### src/rtl/pl_hazard_scoreboard_pkg.sv
// Shared constants for the pipeline hazard / forwarding unit.
// Forward-select encodings driven to the E-stage operand muxes.
// Default register-file geometry.
package pl_hazard_scoreboard_pkg;

    localparam logic [1:0] FWD_NONE = 2'd0;
    localparam logic [1:0] FWD_WB   = 2'd1;
    localparam logic [1:0] FWD_MEM  = 2'd2;

    localparam int NREGS_DEF = 32;
    localparam int RA_W_DEF  = 5;

endpackage

### src/rtl/pl_hazard_scoreboard_sb.sv
// Pending-write scoreboard for long-latency results, one bit per register.
// Latency: set/clear masks take effect at the next clock edge.
// Set wins over clear on the same register; register 0 is never pending.
module pl_hazard_scoreboard_sb #(
    parameter int NREGS = 32
) (
    input  logic             clk,
    input  logic             rst,
    input  logic [NREGS-1:0] set_i,
    input  logic [NREGS-1:0] clr_i,
    output logic [NREGS-1:0] pending_o
);

    logic [NREGS-1:0] pending_q;
    logic [NREGS-1:0] pending_d;

    // next state: clear retiring writes, then apply new issues so set dominates
    always_comb begin
        pending_d    = (pending_q & ~clr_i) | set_i;
        pending_d[0] = 1'b0;
    end

    // scoreboard register, synchronously cleared
    always_ff @(posedge clk) begin
        if (rst) begin
            pending_q <= '0;
        end else begin
            pending_q <= pending_d;
        end
    end

    assign pending_o = pending_q;

endmodule

### src/rtl/pl_hazard_scoreboard.sv
// Hazard/forwarding unit: E-stage forward selects plus F/D/E stall and flush.
// Combinational outputs; scoreboard bits appear one cycle after issue, clears bypass same cycle.
// Optional perf counters under HAZARD_PERF_EN; otherwise the counter ports read zero.
module pl_hazard_scoreboard
    import pl_hazard_scoreboard_pkg::*;
#(
    parameter int NREGS  = NREGS_DEF,
    parameter int RA_W   = $clog2(NREGS),
    parameter int PERF_W = 32
) (
    input  logic              clk,
    input  logic              rst,
    input  logic [RA_W-1:0]   rs1_d,
    input  logic [RA_W-1:0]   rs2_d,
    input  logic              use_rs1_d,
    input  logic              use_rs2_d,
    input  logic [RA_W-1:0]   rd_d,
    input  logic              reg_write_d,
    input  logic              long_op_d,
    input  logic              lu_busy,
    input  logic              lu_done,
    input  logic [RA_W-1:0]   lu_rd,
    input  logic [RA_W-1:0]   rs1_e,
    input  logic [RA_W-1:0]   rs2_e,
    input  logic [RA_W-1:0]   rd_e,
    input  logic              reg_write_e,
    input  logic              load_e,
    input  logic              branch_taken_e,
    input  logic [RA_W-1:0]   rd_m,
    input  logic              reg_write_m,
    input  logic [RA_W-1:0]   rd_w,
    input  logic              reg_write_w,
    output logic [1:0]        forward_a_e,
    output logic [1:0]        forward_b_e,
    output logic              stall_f,
    output logic              stall_d,
    output logic              flush_d,
    output logic              flush_e,
    output logic [NREGS-1:0]  pending,
    output logic [PERF_W-1:0] perf_stall_cnt,
    output logic [PERF_W-1:0] perf_flush_cnt
);

    logic [NREGS-1:0] clr_mask;
    logic [NREGS-1:0] set_mask;
    logic [NREGS-1:0] pend_eff;
    logic             load_use;
    logic             sb_raw;
    logic             sb_waw;
    logic             lu_struct;
    logic             hold;

    // operand forwarding: the younger M result beats W, x0 is never forwarded
    always_comb begin
        forward_a_e = FWD_NONE;
        forward_b_e = FWD_NONE;
        if (!rst) begin
            if (reg_write_m && rd_m != '0 && rs1_e == rd_m) begin
                forward_a_e = FWD_MEM;
            end else if (reg_write_w && rd_w != '0 && rs1_e == rd_w) begin
                forward_a_e = FWD_WB;
            end
            if (reg_write_m && rd_m != '0 && rs2_e == rd_m) begin
                forward_b_e = FWD_MEM;
            end else if (reg_write_w && rd_w != '0 && rs2_e == rd_w) begin
                forward_b_e = FWD_WB;
            end
        end
    end

    // hazard detection; a long-unit write landing this cycle already unblocks readers
    always_comb begin
        clr_mask  = (lu_done && lu_rd != '0 && !rst) ? (NREGS'(1) << lu_rd) : '0;
        pend_eff  = pending & ~clr_mask;
        load_use  = load_e && reg_write_e && rd_e != '0 &&
                    ((use_rs1_d && rs1_d == rd_e) || (use_rs2_d && rs2_d == rd_e));
        sb_raw    = (use_rs1_d && pend_eff[rs1_d]) || (use_rs2_d && pend_eff[rs2_d]);
        sb_waw    = reg_write_d && rd_d != '0 && pend_eff[rd_d];
        lu_struct = long_op_d && lu_busy;
        hold      = load_use || sb_raw || sb_waw || lu_struct;
    end

    // stall/flush: reset and taken branches flush D/E and release any stall
    always_comb begin
        stall_f = 1'b0;
        stall_d = 1'b0;
        flush_d = 1'b1;
        flush_e = 1'b1;
        if (!rst && !branch_taken_e) begin
            stall_f = hold;
            stall_d = hold;
            flush_d = 1'b0;
            flush_e = hold;
        end
    end

    // a long op marks its destination only when it actually leaves D
    always_comb begin
        set_mask = '0;
        if (long_op_d && reg_write_d && rd_d != '0 && !stall_d && !flush_e) begin
            set_mask = NREGS'(1) << rd_d;
        end
    end

    pl_hazard_scoreboard_sb #(
        .NREGS (NREGS)
    ) u_sb (
        .clk       (clk),
        .rst       (rst),
        .set_i     (set_mask),
        .clr_i     (clr_mask),
        .pending_o (pending)
    );

`ifdef HAZARD_PERF_EN
    logic [PERF_W-1:0] stall_cnt_q;
    logic [PERF_W-1:0] stall_cnt_d;
    logic [PERF_W-1:0] flush_cnt_q;
    logic [PERF_W-1:0] flush_cnt_d;

    // saturating event counters
    always_comb begin
        stall_cnt_d = stall_cnt_q;
        flush_cnt_d = flush_cnt_q;
        if (stall_d && stall_cnt_q != '1) begin
            stall_cnt_d = stall_cnt_q + PERF_W'(1);
        end
        if (branch_taken_e && flush_cnt_q != '1) begin
            flush_cnt_d = flush_cnt_q + PERF_W'(1);
        end
    end

    // counter registers, synchronously cleared
    always_ff @(posedge clk) begin
        if (rst) begin
            stall_cnt_q <= '0;
            flush_cnt_q <= '0;
        end else begin
            stall_cnt_q <= stall_cnt_d;
            flush_cnt_q <= flush_cnt_d;
        end
    end

    assign perf_stall_cnt = stall_cnt_q;
    assign perf_flush_cnt = flush_cnt_q;
`else
    assign perf_stall_cnt = '0;
    assign perf_flush_cnt = '0;
`endif

endmodule

### config.mk
export PLATFORM = sky130hd
export DESIGN_NAME = pl_hazard_scoreboard
export DESIGN_NICKNAME = d
export VERILOG_FILES = /design/src/rtl/pl_hazard_scoreboard_pkg.sv /design/src/rtl/pl_hazard_scoreboard_sb.sv /design/src/rtl/pl_hazard_scoreboard.sv
export SDC_FILE = /design/constraint.sdc
export NUM_CORES = 1
export LEC_CHECK = 0
export ABC_AREA = 1
export CAP_MARGIN = 5
export CORE_MARGIN = 3
export CORE_UTILIZATION = 45
export DETAILED_ROUTE_END_ITERATION = 8
export PLACE_DENSITY = 0.88
export RECOVER_POWER = 50
export SLEW_MARGIN = 20
export SYNTH_ARGS = -nofsm -noshare
export SYNTH_HDL_FRONTEND = slang
export SYNTH_HIERARCHICAL = 1
export SYNTH_SLANG_ARGS = --single-unit
### constraint.sdc
create_clock -name clk -period 5.56 [get_ports clk]
set_clock_uncertainty 0.1 [all_clocks]
set_input_delay 1.112 -clock clk [delete_from_list [all_inputs] [get_ports clk]]
set_output_delay 1.112 -clock clk [all_outputs]
set_load 0.05 [all_outputs]
==> metrics, run 1 <==
status=complete, no violations; layout cells sized above 1=0.0860; post_cts resized=0; CP Class=input pin to primary output; Max Clk Rate=0.201 GHz; HP Class=flop to flop; FFs w/ async S/R, synth=0; setup_tns=0 ns; CP Buf/Inv Count=4; H-tree Lvls=2; CP arrival=3.76 ns; postcts setup bufs=0; Min-Delay Startpoint=u_sb/pending_o[3]$_SDFF_PP0_; 1st-pass router iterations=5; post-synthesis sequential area ratio=0.147; #FFs+latches synth=31; Top FF cell, synth=dfxtp_1; Critical Path RT=4.35 ns; Total Nets Final=883; HPWL Detailed=10.5 mm; clk slew on worst S/H paths=0.07 ns; Max Slew Vio Count=0; RSZ-0062 raised after global routing=false; Mean Syn Cell Area=5.69 µm²; Syn. warnings=6; Congestion Overflow GR=0; Root Driver=clkbuf_8; commonest non-fill, non-tap cell in the layout=nand2_1; Area Overhead vs Synth=21.1%; initial antenna violation count=0; final WL=14.3 mm; Sink Count=31; Setup crit end kind=primary output; worst slew pin tran=0.904 ns; Tcrit/Tclk final=0.894; hold buffers post-CTS=0; Max VDD drop=0.0864 mV; Critical R2R Capture=u_sb/pending_o[20]$_SDFF_PP0_; synthesized instance count=743; Rel. slew slack=0.396; Die Area=0.0106 mm²; Antenna Cells=0; Slowest Stage Delay on Critical Path=0.50 ns; vias in the first global route=4614; ANT nets after route=0; Initial Util=0.473; Die Wd=103 µm; Mapped Area=0.00422 mm²; max reg flops=31; Hold Slack=0.392 ns; Chip Height=103 µm; hold endpoint=u_sb/pending_o[3]$_SDFF_PP0_; initial DRC count=383; Hold Crit Depth=2; final core occ=0.573; GRT Total Usage=0.268; Top-Level Pins=162; cell family with most CP delay=buffers and inverters; maxcap violations=0; LEAKAGE=2.27 nW; Period minus WS final=4.97 ns; wire per inst=15.3 µm; Worst R2R Path Depth=16; TritonCTS clock tree=yes; DRC Markers=0; Rows=34; gpl congestion=1.00; Unique masters post-synth=37; largest net degree at the start of global routing=37; CP startpoint kind=input pin; TritonCTS Buffers=5; total chip power=0.768 mW; Fin. Hold Viols=0; CP max FO=18; CP max-delay cell=clkinv_1; latest clock arrival within the worst-skew pair=0.29 ns; # port buffers=96; PD cells=150 mW/mm²; global-route wire length before repair=22.6 mm; most frequent cells in the layout=nand2_1 (156), inv_1 (130), nand3_1 (106); CTS Buffer Depth=2; vias per cell=5.34; via count=4984; Core Region=0.00893 mm²; RR Startpoint=u_sb/pending_o[8]$_SDFF_PP0_; Final Setup Violations=0; number of synthesized flops with an enable pin=0; Worst R2R Setup Slack=2.60 ns; Critical Path, Cell by Cell=clkdlybuf4s50_1 > buf_4 > clkinv_1 > a211oi_1 > nand3_1 > a21oi_1 > a21oi_1 > nand2_1 > nor2_1 > and2_1 > nor2_1 > buf_12
-- worst max path at each step --
stage / cells past startpoint / slack (ns) / from / end
after floorplan: 12 / 0.98 / rs1_d[0] / stall_f
after global placement: 12 / 0.73 / rs1_d[0] / stall_f
after detailed placement: 12 / 0.67 / rs1_d[0] / stall_d
after CTS: 12 / 0.66 / rs1_d[0] / stall_d
after global routing: 13 / 0.36 / rs1_d[0] / flush_e
final: 12 / 0.59 / rs1_d[0] / stall_d
-- kinds of logic after synthesis --
kind of cell,Yosys count,synth area share
AO/OA/AOI/OAI,79,0.109
XOR/XNOR,17,0.0353
buffers and inverters,236,0.284
flip-flops,31,0.147
other,2,0.00178
AND/OR/NAND/NOR,378,0.424
-- stage by stage --
| stage | area [µm²] | worst slack, ns | cells |
|---|---|---|---|
| floorplan | 4460 | 0.979 | 806 |
| global placement | 5000 | 0.735 | 926 |
| detailed placement | 5000 | 0.668 | 926 |
| CTS | 5120 | 0.656 | 934 |
| global route | 5110 | 0.357 | 934 |
| finish | 5110 | 0.591 | 934 |
-- layer usage --
layer	track usage	vias up	part of all wire	routed length, µm
li1	-	2395	-	-
met1	0.323	2208	0.38	5460
met2	0.452	331	0.47	6720
met3	0.0555	50	0.11	1540
met4	0.134	0	0.037	531
met5	0	-	0	0
-- synthesized netlist by cell type (all sizes together), types with 3 or more instances --
master,count,area share
or2,4,0.0059
nand2,162,0.15
xnor2,9,0.019
xor2,8,0.017
nand4,32,0.049
clkinv,5,0.0044
clkbuf,14,0.012
buf,81,0.15
nor3,3,0.0036
dfxtp,31,0.15
inv,136,0.12
o211ai,11,0.020
nor2,65,0.082
nand3,106,0.13
a21boi,4,0.0071
o21ai,10,0.012
nor4,4,0.0059
a21oi,44,0.052
o22ai,3,0.0044
-- power breakdown --
group	switching [mW]	internal, mW
combinational	0.222	0.0843
clock	0.0938	0.145
sequential	0.000289	0.222
total	0.316	0.452
-- worst min-delay path, cell delays in order (launching register included) --
cell and delay, ns:
dfxtp_1 0.33, nand2_1 0.07, a21oi_1 0.05
-- final cells by class --
cell class / count / area [µm²]
fillers: 941 / 3820
multi-input cells: 539 / 2640
repair buffers: 107 / 1070
flip-flops and latches: 31 / 621
inverters: 141 / 529
well taps: 108 / 135
clock buffers: 6 / 82.6
clock inverters: 2 / 35.0
No activity file was read; power rests on OpenSTA's default activity.
==> inputs of run 2 (changes only) <==
--- a/config.mk
+++ b/config.mk
@@ -7,10 +7,12 @@
 export LEC_CHECK = 0
 export ABC_AREA = 1
 export CAP_MARGIN = 5
+export CELL_PAD_IN_SITES_DETAIL_PLACEMENT = 0
+export CELL_PAD_IN_SITES_GLOBAL_PLACEMENT = 1
 export CORE_MARGIN = 3
-export CORE_UTILIZATION = 45
+export CORE_UTILIZATION = 32
 export DETAILED_ROUTE_END_ITERATION = 8
-export PLACE_DENSITY = 0.88
+export PLACE_DENSITY = 0.94
 export RECOVER_POWER = 50
 export SLEW_MARGIN = 20
 export SYNTH_ARGS = -nofsm -noshare
==> constraint.sdc (replaced) <==
create_clock -name clk -period 5.56 [get_ports clk]
set_clock_uncertainty 0.1 [all_clocks]
set_input_delay 1.112 -clock clk [delete_from_list [all_inputs] [get_ports clk]]
set_output_delay 1.112 -clock clk [all_outputs]
set_load 0.005 [all_outputs]
==> run 2 against run 1 <==
  * Clock power up 12%
  * Design area grew 2.1%
  * Sequential cell count unchanged
  * Setup slack worse by 0.34 ns
  * Fmax is 6.4% lower
  * Worst hold slack got worse by 0.013 ns
  * Global-route usage shrank 7.0 points
  * Critical path type unchanged
==> metrics, run 2 (synthesis results as in run 1) <==
status=complete, no violations; DRC Markers=0 (unchanged); initial DRC count=416 (+8.6%); Die Wd=121 µm (+18%); CTS Buffer Depth=2 (unchanged); Final Setup Violations=0 (unchanged); worst slew pin tran=1.03 ns (+0.123 ns); GRT Total Usage=0.198 (-0.0705); Top-Level Pins=162 (unchanged); gpl congestion=0.970 (-3.0%); CP arrival=4.10 ns (+0.34 ns); HPWL Detailed=11.3 mm (+6.8%); Antenna Cells=0 (unchanged); Tcrit/Tclk final=0.955 (+0.0610); wire per inst=14.6 µm (-4.1%); total chip power=0.702 mW (-8.6%); CP startpoint kind=input pin; CP Class=input pin to primary output; postcts setup bufs=0 (unchanged); hold buffers post-CTS=0 (unchanged); CP max FO=10 (-8); RSZ-0062 raised after global routing=false; via count=4826 (-3.2%); # port buffers=96 (unchanged); global-route wire length before repair=23.3 mm (+3.3%); HP Class=flop to flop; Initial Util=0.331 (-0.142); Period minus WS final=5.31 ns (+0.339 ns); commonest non-fill, non-tap cell in the layout=nand2_1; TritonCTS clock tree=yes; most frequent cells in the layout=nand2_1 (156), inv_1 (130), nand3_1 (106); Total Nets Final=888 (+0.57%); Max Slew Vio Count=0 (unchanged); Max Clk Rate=0.188 GHz (-6.4%); Area Overhead vs Synth=23.6%; Rows=41 (+21%); H-tree Lvls=2 (unchanged); TritonCTS Buffers=5 (unchanged); post_cts resized=0 (unchanged); Root Driver=clkbuf_16; setup_tns=0 ns (unchanged); Critical Path RT=4.35 ns (about the same); Sink Count=31 (unchanged); Congestion Overflow GR=0 (unchanged); Die Area=0.0146 mm² (+38%); final WL=14.7 mm (+3.0%); layout cells sized above 1=0.0854 (-0.000517); max reg flops=31 (unchanged); PD cells=134 mW/mm² (-10%); maxcap violations=0 (unchanged); Core Region=0.0128 mm² (+43%); Chip Height=121 µm (+18%); Fin. Hold Viols=0 (unchanged); LEAKAGE=2.29 nW (+0.71%); largest net degree at the start of global routing=37 (unchanged); Max VDD drop=0.0943 mV (+9.2%); vias in the first global route=4502 (-2.4%); Setup crit end kind=primary output; clk slew on worst S/H paths=0.05 ns (-0.02 ns); initial antenna violation count=0 (unchanged); ANT nets after route=0 (unchanged); latest clock arrival within the worst-skew pair=0.28 ns (about the same); 1st-pass router iterations=6 (+1); Rel. slew slack=0.315 (-0.0807); vias per cell=4.81 (-9.8%)
run 2: cell count changes in the layout (fill, tap and decap cells not counted), sizes merged:
| cell | change |
|---|---|
| clkdlybuf4s50 | +4 |
| clkbuf | +2 |
| buf | +1 |
| bufinv | -1 |
| dlygate4sd3 | -1 |
run 2: routing by layer:
metal	vias to the layer above	routed length [µm]	track usage
met5	-	0	0
met4	0	368	0.0673
met3	27	1510	0.0462
met2	263	6740	0.329
met1	2136	6060	0.251
li1	2400	-	-
run 2: worst max-delay path, cell delays in order:
cell and delay, ns:
clkdlybuf4s50_1 0.80, clkinv_1 0.50, a221oi_1 0.40, nand3_1 0.12, a21oi_1 0.16, a21oi_1 0.08, nand2_1 0.07, nor2_1 0.06
and2_1 0.17, nor2_1 0.12, clkdlybuf4s50_1 0.51
run 2: layout make-up:
class                           instances  area [µm²]
Multi-Input combinational cell        539        2640
Inverter                              141         529
Tap cell                              172         215
Fill cell                            1441        7550
Clock inverter                          1        5.00
Clock buffer                            7         133
Timing Repair Buffer                  112        1080
Sequential cell                        31         621
run 2: metrics by stage:
stage / setup WS (ns) / instances / hold WS, ns / util / cell area, µm²
after detailed placement: 0.351 / 995 / 0.381 / 0.398 / 5090
after CTS: 0.322 / 1003 / 0.389 / 0.409 / 5230
after floorplan: 1.73 / 806 / 0.362 / - / 4460
after global routing: 0.0845 / 1003 / 0.403 / 0.409 / 5220
final: 0.252 / 1003 / 0.380 / 0.409 / 5220
after global placement: 0.315 / 995 / 0.369 / 0.398 / 5090
run 2: worst paths after layout:
path,from,to,slack [ns],cells past startpoint
worst max-delay path,rs1_d[1],stall_f,0.25,11
worst min-delay path,u_sb/pending_o[3]$_SDFF_PP0_,u_sb/pending_o[3]$_SDFF_PP0_,0.38,2
worst max register to register,u_sb/pending_o[29]$_SDFF_PP0_,u_sb/pending_o[31]$_SDFF_PP0_,2.78,15
worst min register to register,u_sb/pending_o[3]$_SDFF_PP0_,u_sb/pending_o[3]$_SDFF_PP0_,0.38,2
run 2: power by group:
| group | switching, mW | internal, mW |
|---|---|---|
| sequential | 0.000282 | 0.222 |
| combinational | 0.127 | 0.0838 |
| clock | 0.102 | 0.165 |
==> inputs of run 3 (changes only) <==
--- a/config.mk
+++ b/config.mk
@@ -9,12 +9,13 @@
 export CAP_MARGIN = 5
 export CELL_PAD_IN_SITES_DETAIL_PLACEMENT = 0
 export CELL_PAD_IN_SITES_GLOBAL_PLACEMENT = 1
+export CORE_ASPECT_RATIO = 0.5
 export CORE_MARGIN = 3
 export CORE_UTILIZATION = 32
 export DETAILED_ROUTE_END_ITERATION = 8
 export PLACE_DENSITY = 0.94
 export RECOVER_POWER = 50
-export SLEW_MARGIN = 20
+export REMOVE_ABC_BUFFERS = 1
 export SYNTH_ARGS = -nofsm -noshare
 export SYNTH_HDL_FRONTEND = slang
 export SYNTH_HIERARCHICAL = 1
==> run 3 against run 2 <==
  * Clock power increased by 10%
  * Sequential power about the same
  * Critical path depth increased by 7
  * Non-clock buffer count decreased by 1
  * Final cell count decreased by 0.80%
  * Setup slack improved by 0.15 ns
  * Fmax increased by 2.9%
  * Combinational power increased by 3%
  * Total power increased by 5.0%
  * Design area about the same
  * Via count increased by 0.79%
==> metrics, run 3 (synthesis results as in run 1) <==
LEAKAGE=2.29 nW (+0.20%); vias per cell=4.89 (+1.6%); total chip power=0.737 mW (+5.0%); # port buffers=96 (unchanged); RR Startpoint=u_sb/pending_o[20]$_SDFF_PP0_; Antenna Cells=0 (unchanged); postcts setup bufs=0 (unchanged); Hold Slack=0.396 ns (+0.0159 ns); 1st-pass router iterations=5 (-1); HPWL Detailed=11.7 mm (+4.3%); dpl ws=0.491 ns (+0.140 ns); Worst R2R Path Depth=15 (unchanged); vias in the first global route=4654 (+3.4%); Rel. slew slack=0.323 (+0.00799); gpl congestion=0.983 (+1.4%); Hold Crit Depth=2 (unchanged); Tcrit/Tclk final=0.928 (-0.0270); Final Instance Area=0.00522 mm² (about the same); CP Buf/Inv Count=3 (unchanged); placed cell areas=0.00507 mm² (-0.32%); layout cells sized above 1=0.0855 (+0.000103); hold endpoint=u_sb/pending_o[18]$_SDFF_PP0_; clk slew on worst S/H paths=0.06 ns (about the same); Chip Height=87.2 µm (-28%); Finished Layout Cells=995 (-0.80%); Critical R2R Capture=u_sb/pending_o[31]$_SDFF_PP0_; Area Overhead vs Synth=23.6% (about the same); most frequent cells in the layout=nand2_1 (156), inv_1 (130), nand3_1 (106); Post-Place Cells=987 (-0.80%); ANT nets after route=0 (unchanged); Critical Path RT=4.35 ns (about the same); final WL=15.2 mm (+3.5%); HP Class=flop to flop; Initial Util=0.343 (+0.0118); Period minus WS final=5.16 ns (-0.150 ns); TritonCTS Buffers=5 (unchanged); wire per inst=15.3 µm (+4.3%); Max Clk Rate=0.194 GHz (+2.9%); hold buffers post-CTS=0 (unchanged); critical path depth=18 (+7); commonest non-fill, non-tap cell in the layout=nand2_1; TritonCTS clock tree=yes; setup ws final=0.402 ns (+0.150 ns); Rows=28 (-32%); setup_tns=0 ns (unchanged); via count=4864 (+0.79%); CP arrival=3.95 ns (-0.15 ns); CP dominant cell by count=nand2_1; GRT Total Usage=0.203 (+0.00498); status=complete, no violations; CP max-delay cell=dlygate4sd3_1; Top-Level Pins=162 (unchanged); Root Driver=clkbuf_16; Worst R2R Setup Slack=2.84 ns (+0.06 ns); Die Area=0.0147 mm² (+0.57%); maxcap violations=0 (unchanged); Total Nets Final=887 (-0.11%); latest clock arrival within the worst-skew pair=0.28 ns (about the same); largest net degree at the start of global routing=37 (unchanged); DRC Markers=0 (unchanged); H-tree Lvls=2 (unchanged); Critical Path, Cell by Cell=dlygate4sd3_1 > nand3_1 > nor2_1 > nand2_1 > nand2_1 > nand2_1 > nand2_1 > inv_1 > nand3_1 > nand2_1 > nand2_1 > nand3_1 > nand3_1 > nand2_1 > nor2_2 > and2_1 > nor2_1 > clkdlybuf4s50_1; Max VDD drop=0.0985 mV (+4.4%); RSZ-0062 raised after global routing=false; final core occ=0.423 (+0.0148); max reg flops=31 (unchanged); Core Region=0.0123 mm² (-3.5%); Die Wd=168 µm (+39%); global-route wire length before repair=24.0 mm (+2.9%); CP Class=input pin to primary output; Sink Count=31 (unchanged); PD cells=141 mW/mm² (+4.9%); Congestion Overflow GR=0 (unchanged); Max Slew Vio Count=0 (unchanged); Fin. Hold Viols=0 (unchanged); Slowest Stage Delay on Critical Path=0.78 ns (-0.02 ns); initial DRC count=422 (+1.4%); Final Setup Violations=0 (unchanged); CP max FO=9 (-1); cell family with most CP delay=simple AND/OR/NAND/NOR gates; Setup crit end kind=primary output; initial antenna violation count=0 (unchanged); CP startpoint kind=input pin; Min-Delay Startpoint=u_sb/pending_o[18]$_SDFF_PP0_; post_cts resized=0 (unchanged); worst slew pin tran=1.02 ns (-0.0120 ns); CTS Buffer Depth=2 (unchanged)
run 3: how the worst max path moves through the flow:
stage	start	to	slack [ns]
3_5_place_dp	lu_rd[0]	stall_d	0.49
3_3_place_gp	lu_rd[1]	stall_d	0.49
6_report	lu_rd[2]	stall_f	0.40
5_1_grt	lu_rd[2]	stall_f	0.14
2_1_floorplan	rd_d[0]	stall_d	1.79
4_1_cts	lu_rd[0]	stall_d	0.48
run 3: final cells by class:
cell class                 count  area [µm²]
clock buffer                   8         156
fill                        1334        7110
inverter                     141         529
multi-input combinational    539        2640
sequential                    31         621
tap                          165         206
timing repair buffer         111        1070
run 3: per-layer routing:
layer / wire length [µm] / vias up / global-route usage
met2: 6690 / 260 / 0.336
met5: 0 / - / 0
met3: 1430 / 13 / 0.0345
met4: 130 / 0 / 0.0401
met1: 6950 / 2189 / 0.280
li1: - / 2402 / -
run 3: power by group:
group          total, mW  switching [mW]  internal (mW)  leakage [nW]
Clock              0.296           0.105          0.191        0.0772
Combinational      0.218           0.135         0.0834          1.97
Sequential         0.223        0.000288          0.222         0.250
Total              0.737           0.240          0.497          2.29
run 3: tightest hold or removal path: stages, from the launching register on:
cell and delay [ns]:
dfxtp_1 0.33, nand2_1 0.07, a21oi_1 0.05
